**src/rtl/pipe_stage_skid.sv**
```systemverilog
// Elastic pipeline-stage register with a two-entry skid buffer and stall counter.
// Latency: one cycle from an accepted input to out_valid.
// Backpressure: in_ready is registered and drops only when both entries are occupied.
module pipe_stage_skid #(
   parameter int DATA_W = 96,
   parameter int CTRL_W = 16,
   parameter int CNT_W  = 16
) (
   input  logic              clk,
   input  logic              rst,
   input  logic              flush,
   input  logic              in_valid,
   output logic              in_ready,
   input  logic [DATA_W-1:0] in_data,
   input  logic [CTRL_W-1:0] in_ctrl,
   output logic              out_valid,
   input  logic              out_ready,
   output logic [DATA_W-1:0] out_data,
   output logic [CTRL_W-1:0] out_ctrl,
   output logic [1:0]        level,
   output logic [CNT_W-1:0]  stall_cnt
);

   typedef enum logic [1:0] {
      EMPTY = 2'd0,
      FULL  = 2'd1,
      SKID  = 2'd2
   } state_t;

   state_t            state;
   logic [DATA_W-1:0] main_data;
   logic [CTRL_W-1:0] main_ctrl;
   logic [DATA_W-1:0] skid_data;
   logic [CTRL_W-1:0] skid_ctrl;

   logic push;
   logic pop;

   assign push = in_valid & in_ready;
   assign pop  = out_valid & out_ready;

   // The main entry always drives the outputs; control is masked so an
   // empty or killed slot can never raise a write enable downstream.
   assign out_data = main_data;
   assign out_ctrl = out_valid ? main_ctrl : '0;

   // Occupancy FSM; in_ready, out_valid and level are registered with the state.
   always_ff @(posedge clk) begin
      if (rst) begin
         state     <= EMPTY;
         in_ready  <= 1'b1;
         out_valid <= 1'b0;
         level     <= 2'd0;
         main_data <= '0;
         main_ctrl <= '0;
         skid_data <= '0;
         skid_ctrl <= '0;
      end else if (flush) begin
         // Kill everything held; a same-cycle push is dropped, data regs keep old values.
         state     <= EMPTY;
         in_ready  <= 1'b1;
         out_valid <= 1'b0;
         level     <= 2'd0;
         main_ctrl <= '0;
         skid_ctrl <= '0;
      end else begin
         case (state)
            EMPTY: begin
               if (push) begin
                  state     <= FULL;
                  out_valid <= 1'b1;
                  level     <= 2'd1;
                  main_data <= in_data;
                  main_ctrl <= in_ctrl;
               end
            end
            FULL: begin
               if (push && pop) begin
                  // Back-to-back transfer: replace the departing entry.
                  main_data <= in_data;
                  main_ctrl <= in_ctrl;
               end else if (push) begin
                  // Downstream stalled: park the new entry behind the main one.
                  state     <= SKID;
                  in_ready  <= 1'b0;
                  level     <= 2'd2;
                  skid_data <= in_data;
                  skid_ctrl <= in_ctrl;
               end else if (pop) begin
                  state     <= EMPTY;
                  out_valid <= 1'b0;
                  level     <= 2'd0;
                  main_ctrl <= '0;
               end
            end
            SKID: begin
               // in_ready is low here, so only a pop can move the state.
               if (pop) begin
                  state     <= FULL;
                  in_ready  <= 1'b1;
                  level     <= 2'd1;
                  main_data <= skid_data;
                  main_ctrl <= skid_ctrl;
                  skid_ctrl <= '0;
               end
            end
            default: begin
               state     <= EMPTY;
               in_ready  <= 1'b1;
               out_valid <= 1'b0;
               level     <= 2'd0;
               main_ctrl <= '0;
               skid_ctrl <= '0;
            end
         endcase
      end
   end

   // Saturating count of cycles where a valid output is held off by downstream.
   always_ff @(posedge clk) begin
      if (rst) begin
         stall_cnt <= '0;
      end else if (out_valid && !out_ready && !(&stall_cnt)) begin
         stall_cnt <= stall_cnt + 1'b1;
      end
   end

endmodule

```
**config.mk**
```make
export PLATFORM = sky130hd
export DESIGN_NAME = pipe_stage_skid
export DESIGN_NICKNAME = d
export VERILOG_FILES = /design/src/rtl/pipe_stage_skid.sv
export SDC_FILE = /design/constraint.sdc
export NUM_CORES = 1
export LEC_CHECK = 0
export BUFFER_PORTS_ARGS = -buffer_cell sky130_fd_sc_hd__clkbuf_2
export CAP_MARGIN = 20
export CORE_UTILIZATION = 53
export DETAILED_ROUTE_END_ITERATION = 6
export PLACE_DENSITY = 0.82
export SYNTH_ARGS = -nofsm -noshare
export SYNTH_HDL_FRONTEND = slang
export SYNTH_SLANG_ARGS = --single-unit
```
**constraint.sdc**
```tcl
create_clock -name clk -period 2.6 [get_ports clk]
set_clock_uncertainty 0.1 [all_clocks]
set_input_delay 0.52 -clock clk [delete_from_list [all_inputs] [get_ports clk]]
set_output_delay 0.52 -clock clk [all_outputs]
set_load 0.005 [all_outputs]
```
==> run_results.csv, run 1 <==
group,metric,value,unit
die,start_util,54.7,%
power_and_ir_drop,p_per_area,684,nW/um2
timing,fin_setup_tns,0,ps
min_path,min_path_type,"in2reg",
synthesis,synthAdderAreaFrac,0.121,%
worst_setup_path,start_kind,"register",
timing,holdWs,132,ps
synthesis,synthMuxAreaShare,9.55,%
route,routedWlPerCell,16.4,um
finish,fill_cells,1583,
timing,setup_violations,0,
worst_setup_path,cp_slowest_cell,"nor2_1",
synthesis,ys_types,41,
synthesis,synth-seq-cells,244,
worst_setup_path,cp_cell_sequence,"nand2_1 -> nor2_1 -> a22oi_1 -> a21oi_1",
placement,place_hpwl,16300,um
finish,fin_nets,1456,
finish,drive_above_1_share,24.0,%
worst_setup_path,critical_path_arrival,2550,ps
worst_setup_path,end_kind,"register",
global_routing,grt_pass1_vias,8648,
route,drc,0,
worst_setup_path,cp.required,2940,ps
synthesis,synth_compound_area_share,24.0,%
global_routing,grt.overflow.total,0,
die,core-area,19000,um2
die,die_y,142,um
clocking,cts_resized,0,
clocking,cts_tree,"done",
timing,slew_viol_final,0,
worst_setup_path,critical_path_class,"reg2reg",
power_and_ir_drop,p_leak,0.00534,uW
clocking,root_buffer,"clkbuf_16",
worst_setup_path,crit_family,"simple AND/OR/NAND/NOR gates",
synthesis,ys_async_sr_fraction,0,%
run_status,status,"finished, final reports clean",
synthesis,yosysSeqAreaShare,47.1,%
route,drt_iter0_drc,587,
finish,most-common-layout-cells,"clkbuf_2 (247), dfxtp_1 (244), a21oi_1 (240)",
worst_setup_path,worst-path-buf-inv,0,
power_and_ir_drop,max-vdd-ir-drop,0.488,mV
synthesis,yosys.area_share.simple,13.5,%
synthesis,synthFlopType,"dfxtp_1",
synthesis,syn_nets,1280,
global_routing,antenna_found_initial,1,
route,dr.pass1.iters,5,
clocking,clock-sinks,244,
timing,slew_headroom,20.6,%
route,antenna_left,0,
timing,hold_violations,0,
finish,area_delta_synth_final,20.7,%
placement,port_buffers,248,
route,via_per_inst,5.79,
clocking,numCtsBuffers,26,
global_routing,grt_usage,25.4,%
timing,rsz0062_at_grt,"false",
synthesis,synth_xor_area_share,0.0844,%
synthesis,synth_edf_count,0,
placement,globalplace.congestion,0.835,
worst_setup_path,max_stage_delay,930,ps
route,finalWirelength,26600,um
finish,regArea,4880,um2
die,ios,249,
global_routing,grt_max_degree,193,
die,die_w,142,um
job,maxCapViolations,0,
synthesis,synth_top_family_by_area,"compound AO/OA/AOI/OAI gates",
clocking,cts_hold_buffers,0,
synthesis,syn_inst,1162,
timing,worst_pin_slew,1190,ps
die,dieArea,20100,um2
synthesis,synth_area,10400,um2
finish,multiInputGateArea,4920,um2
route,vias,9358,
timing,fin_crit_sh,84.9,%
timing,timing.fmax,453,MHz
clocking,clk_latency,510,ps
synthesis,syn_area_per_cell,8.93,um2
clocking,htreeDepth,1,
die,rows,50,
worst_setup_path,path_max_fanout,16,
finish,final_common_cell,"clkbuf_2",
timing,min_period,2210,ps
global_routing,grt_first_pass_wirelength,42600,um
clocking,cts_setup_buffers,0,
clocking,path_clk_slew,60,ps
clocking,clock_path_buffers,3,
synthesis,yosys_warnings,0,
[report_power, final]
part | switching (uW) | leakage, uW | internal, uW | total (uW)
Sequential | 81.5 | 0.00199 | 3890 | 3970
Clock | 1460 | 0.000431 | 2260 | 3720
Combinational | 518 | 0.00292 | 360 | 878
Total | 2060 | 0.00534 | 6510 | 8570
[cells in the mapped netlist, types with 2 or more instances]
library cell / count / share of area, %
a211oi_1: 2 / 0.14
inv_1: 3 / 0.11
a22oi_1: 16 / 1.2
buf_6: 4 / 0.43
nand4_1: 7 / 0.42
nand3_1: 21 / 1.0
nand4b_1: 16 / 1.4
a21oi_1: 240 / 12
o21ai_0: 24 / 1.2
and4_1: 2 / 0.17
buf_4: 11 / 0.80
or4_1: 4 / 0.29
and2_1: 19 / 1.1
clkbuf_1: 70 / 2.5
buf_2: 33 / 1.6
mux2i_1: 99 / 9.6
a311oi_2: 10 / 1.4
a311oi_1: 87 / 7.3
nand2_1: 204 / 7.4
clkbuf_4: 2 / 0.14
o31ai_1: 5 / 0.36
nand2b_1: 2 / 0.12
and3_1: 4 / 0.24
dfxtp_1: 244 / 47
nor2_1: 8 / 0.29
or3_1: 9 / 0.54
nand3b_1: 2 / 0.14
[kinds of logic (layout without fill, tap and decap cells)]
| kind of cell | Yosys count | after routing |
|---|---|---|
| simple gates | 304 | 304 |
| flops | 244 | 244 |
| fa+ha+maj | 1 | 1 |
| other cells | 0 | 1 |
| compound gates | 390 | 390 |
| buf+inv | 123 | 317 |
| xor+xnor | 1 | 1 |
| mux | 99 | 99 |
[cell type report]
class                      count  share of cell area [%]
multi-input combinational    795                    39.3
sequential                   244                    39.0
timing repair buffer         268                    12.1
clock buffer                  39                    6.23
tap                          260                    2.60
clock inverter                 7                   0.709
inverter                       3                   0.130
antenna                        1                  0.0200
[worst paths after layout]
kind | to | startpoint | depth (start not counted) | slack [ps]
hold reg to reg | skid_data[94] | skid_data[94] | 2 | 350
hold / removal | skid_data[34] | in_data[34] | 3 | 130
setup / recovery | main_ctrl[2] | out_valid | 4 | 390
setup reg to reg | main_ctrl[2] | out_valid | 4 | 390
[flip-flops by register name (all words and copies together), names as in the netlist]
register / cells
out_data: 96
skid_data: 96
main_ctrl: 16
skid_ctrl: 16
stall_cnt: 16
state: 2
in_ready: 1
out_valid: 1
[stage by stage]
| stage | util (%) | cells | setup WS (ps) | cell area (um2) | total power [uW] |
|---|---|---|---|---|---|
| final | 66.1 | 1617 | 393 | 12500 | 8570 |
| after global routing | 66.1 | 1617 | 263 | 12500 | 8880 |
| after global placement | 61.5 | 1570 | 327 | 11700 | 4890 |
| after floorplan | - | 1162 | 691 | 10400 | 4560 |
| after CTS | 66.1 | 1616 | 452 | 12500 | 8630 |
| after detailed placement | 61.5 | 1570 | 262 | 11700 | 4920 |
[worst min-delay path, stage by stage]
cell	delay, ps
clkbuf_2	90
nand2_1	50
a21oi_1	50
[routing by layer]
metal / wire (um) / vias to the layer above / global-route usage (%) / part of all wire [%]
met2: 12500 / 298 / 41.4 / 47
met3: 1800 / 53 / 6.21 / 6.8
met4: 725 / 0 / 8.49 / 2.7
met1: 11600 / 4413 / 33.0 / 44
met5: 0 / - / 0 / 0
li1: - / 4594 / - / -
Power figures use the tool's default switching activity.
==> run 2, diff against run 1 <==
Settings changed: ABC_AREA set to 1, CORE_UTILIZATION 53 to 48, PLACE_DENSITY 0.82 to 0.79.
Clock period 2.6 ns to 1.8 ns, I/O delays scaled along.
==> run 2 against run 1 <==
Against the previous run:
- synthesized cell count is 29% higher
- the run now ends with negative hold slack left
- routed wire length is 8.6% higher
- synthesized area is 0.66% lower
- critical path type is now reg2out
- largest power group unchanged
==> run_results.csv, run 2 <==
group,metric,value,unit
route,antenna_left,0,
die,ios,249,
timing,worst_pin_slew,363,ps
clocking,root_buffer,"clkbuf_16",
synthesis,syn_area_per_cell,6.87,um2
clocking,clock_path_buffers,3,
power_and_ir_drop,p_leak,0.00612,uW
clocking,clk_latency,530,ps
die,die_w,149,um
timing,fin_crit_sh,96.9,%
placement,port_buffers,248,
synthesis,synthTopCellsByCount,"nand2_1 (355), nor2_1 (315), dfxtp_1 (244), o21ai_0 (133), o21ai_1 (113)",
route,finalWirelength,28800,um
finish,fill_cells,1835,
run_status,violations,"negative hold slack",
worst_setup_path,max_stage_delay,380,ps
global_routing,grt_usage,24.6,%
global_routing,antenna_found_initial,0,
worst_setup_path,path_max_fanout,9,
synthesis,synth_edf_count,0,
worst_setup_path,start_kind,"register",
finish,antenna_cells,0,
finish,most-common-layout-cells,"nand2_1 (355), nor2_1 (315), clkbuf_2 (248)",
worst_setup_path,cp_slowest_cell,"dfxtp_4",
clocking,path_clk_slew,60,ps
synthesis,post-synth-top-count-cell,"nand2_1",
run_status,status,"finished, violations left",
global_routing,grt.overflow.total,0,
synthesis,synth_area,10300,um2
timing,slew_headroom,75.7,%
die,rows,53,
synthesis,post-synth-top-area-fraction,47.4,%
synthesis,synth-seq-cells,244,
finish,drive_above_1_share,21.1,%
clocking,numCtsBuffers,26,
synthesis,syn_nets,1619,
finish,fin_nets,1888,
min_path,min_path_type,"in2reg",
global_routing,grt_max_degree,85,
route,drt_iter0_drc,637,
synthesis,yosys_warnings,0,
power_and_ir_drop,max-vdd-ir-drop,0.673,mV
synthesis,syn_inst,1501,
worst_setup_path,cp_cell_sequence,"buf_8 -> nand2_1 -> inv_1 -> clkbuf_2",
finish,stdcell_area,13400,um2
timing,setup_violations,0,
job,maxCapViolations,0,
finish,final_common_cell,"nand2_1",
route,dr.pass1.iters,7,
synthesis,ys_types,29,
timing,holdWs,-3.23,ps
clocking,cts_tree,"done",
clocking,clock-sinks,244,
timing,rsz0062_at_grt,"true",
die,core-area,21000,um2
route,drc,0,
die,die_y,149,um
synthesis,synthFlopType,"dfxtp_1",
worst_setup_path,cp.required,1340,ps
placement,dp_slack,20.5,ps
die,dieArea,22100,um2
worst_setup_path,worst-path-buf-inv,3,
finish,area_delta_synth_final,30.2,%
timing,hold_violations,1,
global_routing,grt_pass1_vias,9235,
timing,slew_viol_final,0,
synthesis,synth_top_area_cell,"dfxtp_1",
route,vias,10500,
worst_setup_path,critical_path_arrival,1290,ps
clocking,htreeDepth,1,
worst_setup_path,end_kind,"output pin",
timing,fin_ws,54.9,ps
synthesis,synth_area_leaders,"dfxtp_1 (47%), nand2_1 (13%), nor2_1 (11%)",
finish,utilization,63.8,%
placement,globalplace.congestion,0.906,
route,routedWlPerCell,14.0,um
route,via_per_inst,5.09,
synthesis,ys_async_sr_fraction,0,%
worst_setup_path,crit_family,"flip-flops",
timing,min_period,1750,ps
die,start_util,49.0,%
placement,place_area,12000,um2
power_and_ir_drop,p_per_area,957,nW/um2
synthesis,yosysSeqAreaShare,47.4,%
placement,place_hpwl,17800,um
global_routing,grt_first_pass_wirelength,44800,um
timing,timing.fmax,573,MHz
worst_setup_path,critical_path_class,"reg2out",
-- run 2: cell types whose count changed in the layout (fill, tap and decap cells not counted), sizes merged, moves of 88 or more --
cell    delta
a21oi    -143
nand2    +157
nor2     +312
o21ai    +222
a311oi    -97
mux2i     -99
inv       +88
-- run 2: cell families after synthesis --
kind of cell | after synthesis | share of synthesized area [%]
adder cells (fa/ha/maj) | 1 | 0.121
XOR/XNOR | 6 | 0.510
flip-flops | 244 | 47.4
AO/OA/AOI/OAI | 346 | 16.9
buffers and inverters | 188 | 7.80
AND/OR/NAND/NOR | 716 | 27.3
-- run 2: per-stage QoR --
stage	cells	setup TNS [ps]	total power (uW)
after floorplan	1501	0	6750
after global placement	1974	0	7380
after detailed placement	1974	0	7410
after CTS	2050	0	12900
after global routing	2063	-23.6	13300
final	2063	0	12800
-- run 2: timing repair --
item                                    CTS  global route
gates resized for setup                   4            17
hold buffers                             29             0
endpoints found under the setup margin   17           207
hold endpoints to repair                 29             0
pin swaps                                 0             1
cloned                                    1             6
setup buffers                             0             7
-- run 2: final cells by class --
| class | count | area, um2 | share of cell area, % |
|---|---|---|---|
| Sequential cell | 244 | 4890 | 36.5 |
| Tap cell | 275 | 344 | 2.57 |
| Timing Repair Buffer | 337 | 2310 | 17.2 |
| Clock buffer | 39 | 781 | 5.82 |
| Multi-Input combinational cell | 1069 | 4650 | 34.6 |
| Clock inverter | 7 | 87.6 | 0.653 |
| Inverter | 92 | 358 | 2.67 |
-- run 2: per-layer routing --
| metal | routed length, um | track usage [%] | part of all wire [%] | up-vias |
|---|---|---|---|---|
| met4 | 1080 | 10.5 | 3.8 | 0 |
| met2 | 13400 | 39.3 | 46 | 383 |
| li1 | - | - | - | 5303 |
| met1 | 12300 | 31.9 | 43 | 4728 |
| met3 | 2060 | 5.21 | 7.1 | 86 |
| met5 | 0 | 0 | 0 | - |
-- run 2: power breakdown --
part / switching (uW) / internal [uW]
registers: 152 / 5670
logic: 886 / 693
clock network: 2170 / 3260
-- run 2: worst reg2reg max path: cells and delay by family, from the launching register on --
kind	cells	cell delay [ps]
buffers and inverters	4	600
AND/OR/NAND/NOR	5	390
flip-flops	1	380
AO/OA/AOI/OAI	1	150
-- run 2: path summary, 6_finish.rpt --
kind                                     from       endpoint  slack [ps]  cells past startpoint
worst max-delay path                out_valid    out_ctrl[0]          50                      4
worst min-delay path               in_ctrl[5]   skid_ctrl[5]          -3                      3
worst max register to register      out_valid   out_data[85]          50                     10
worst min register to register  skid_data[62]  skid_data[62]         340                      2
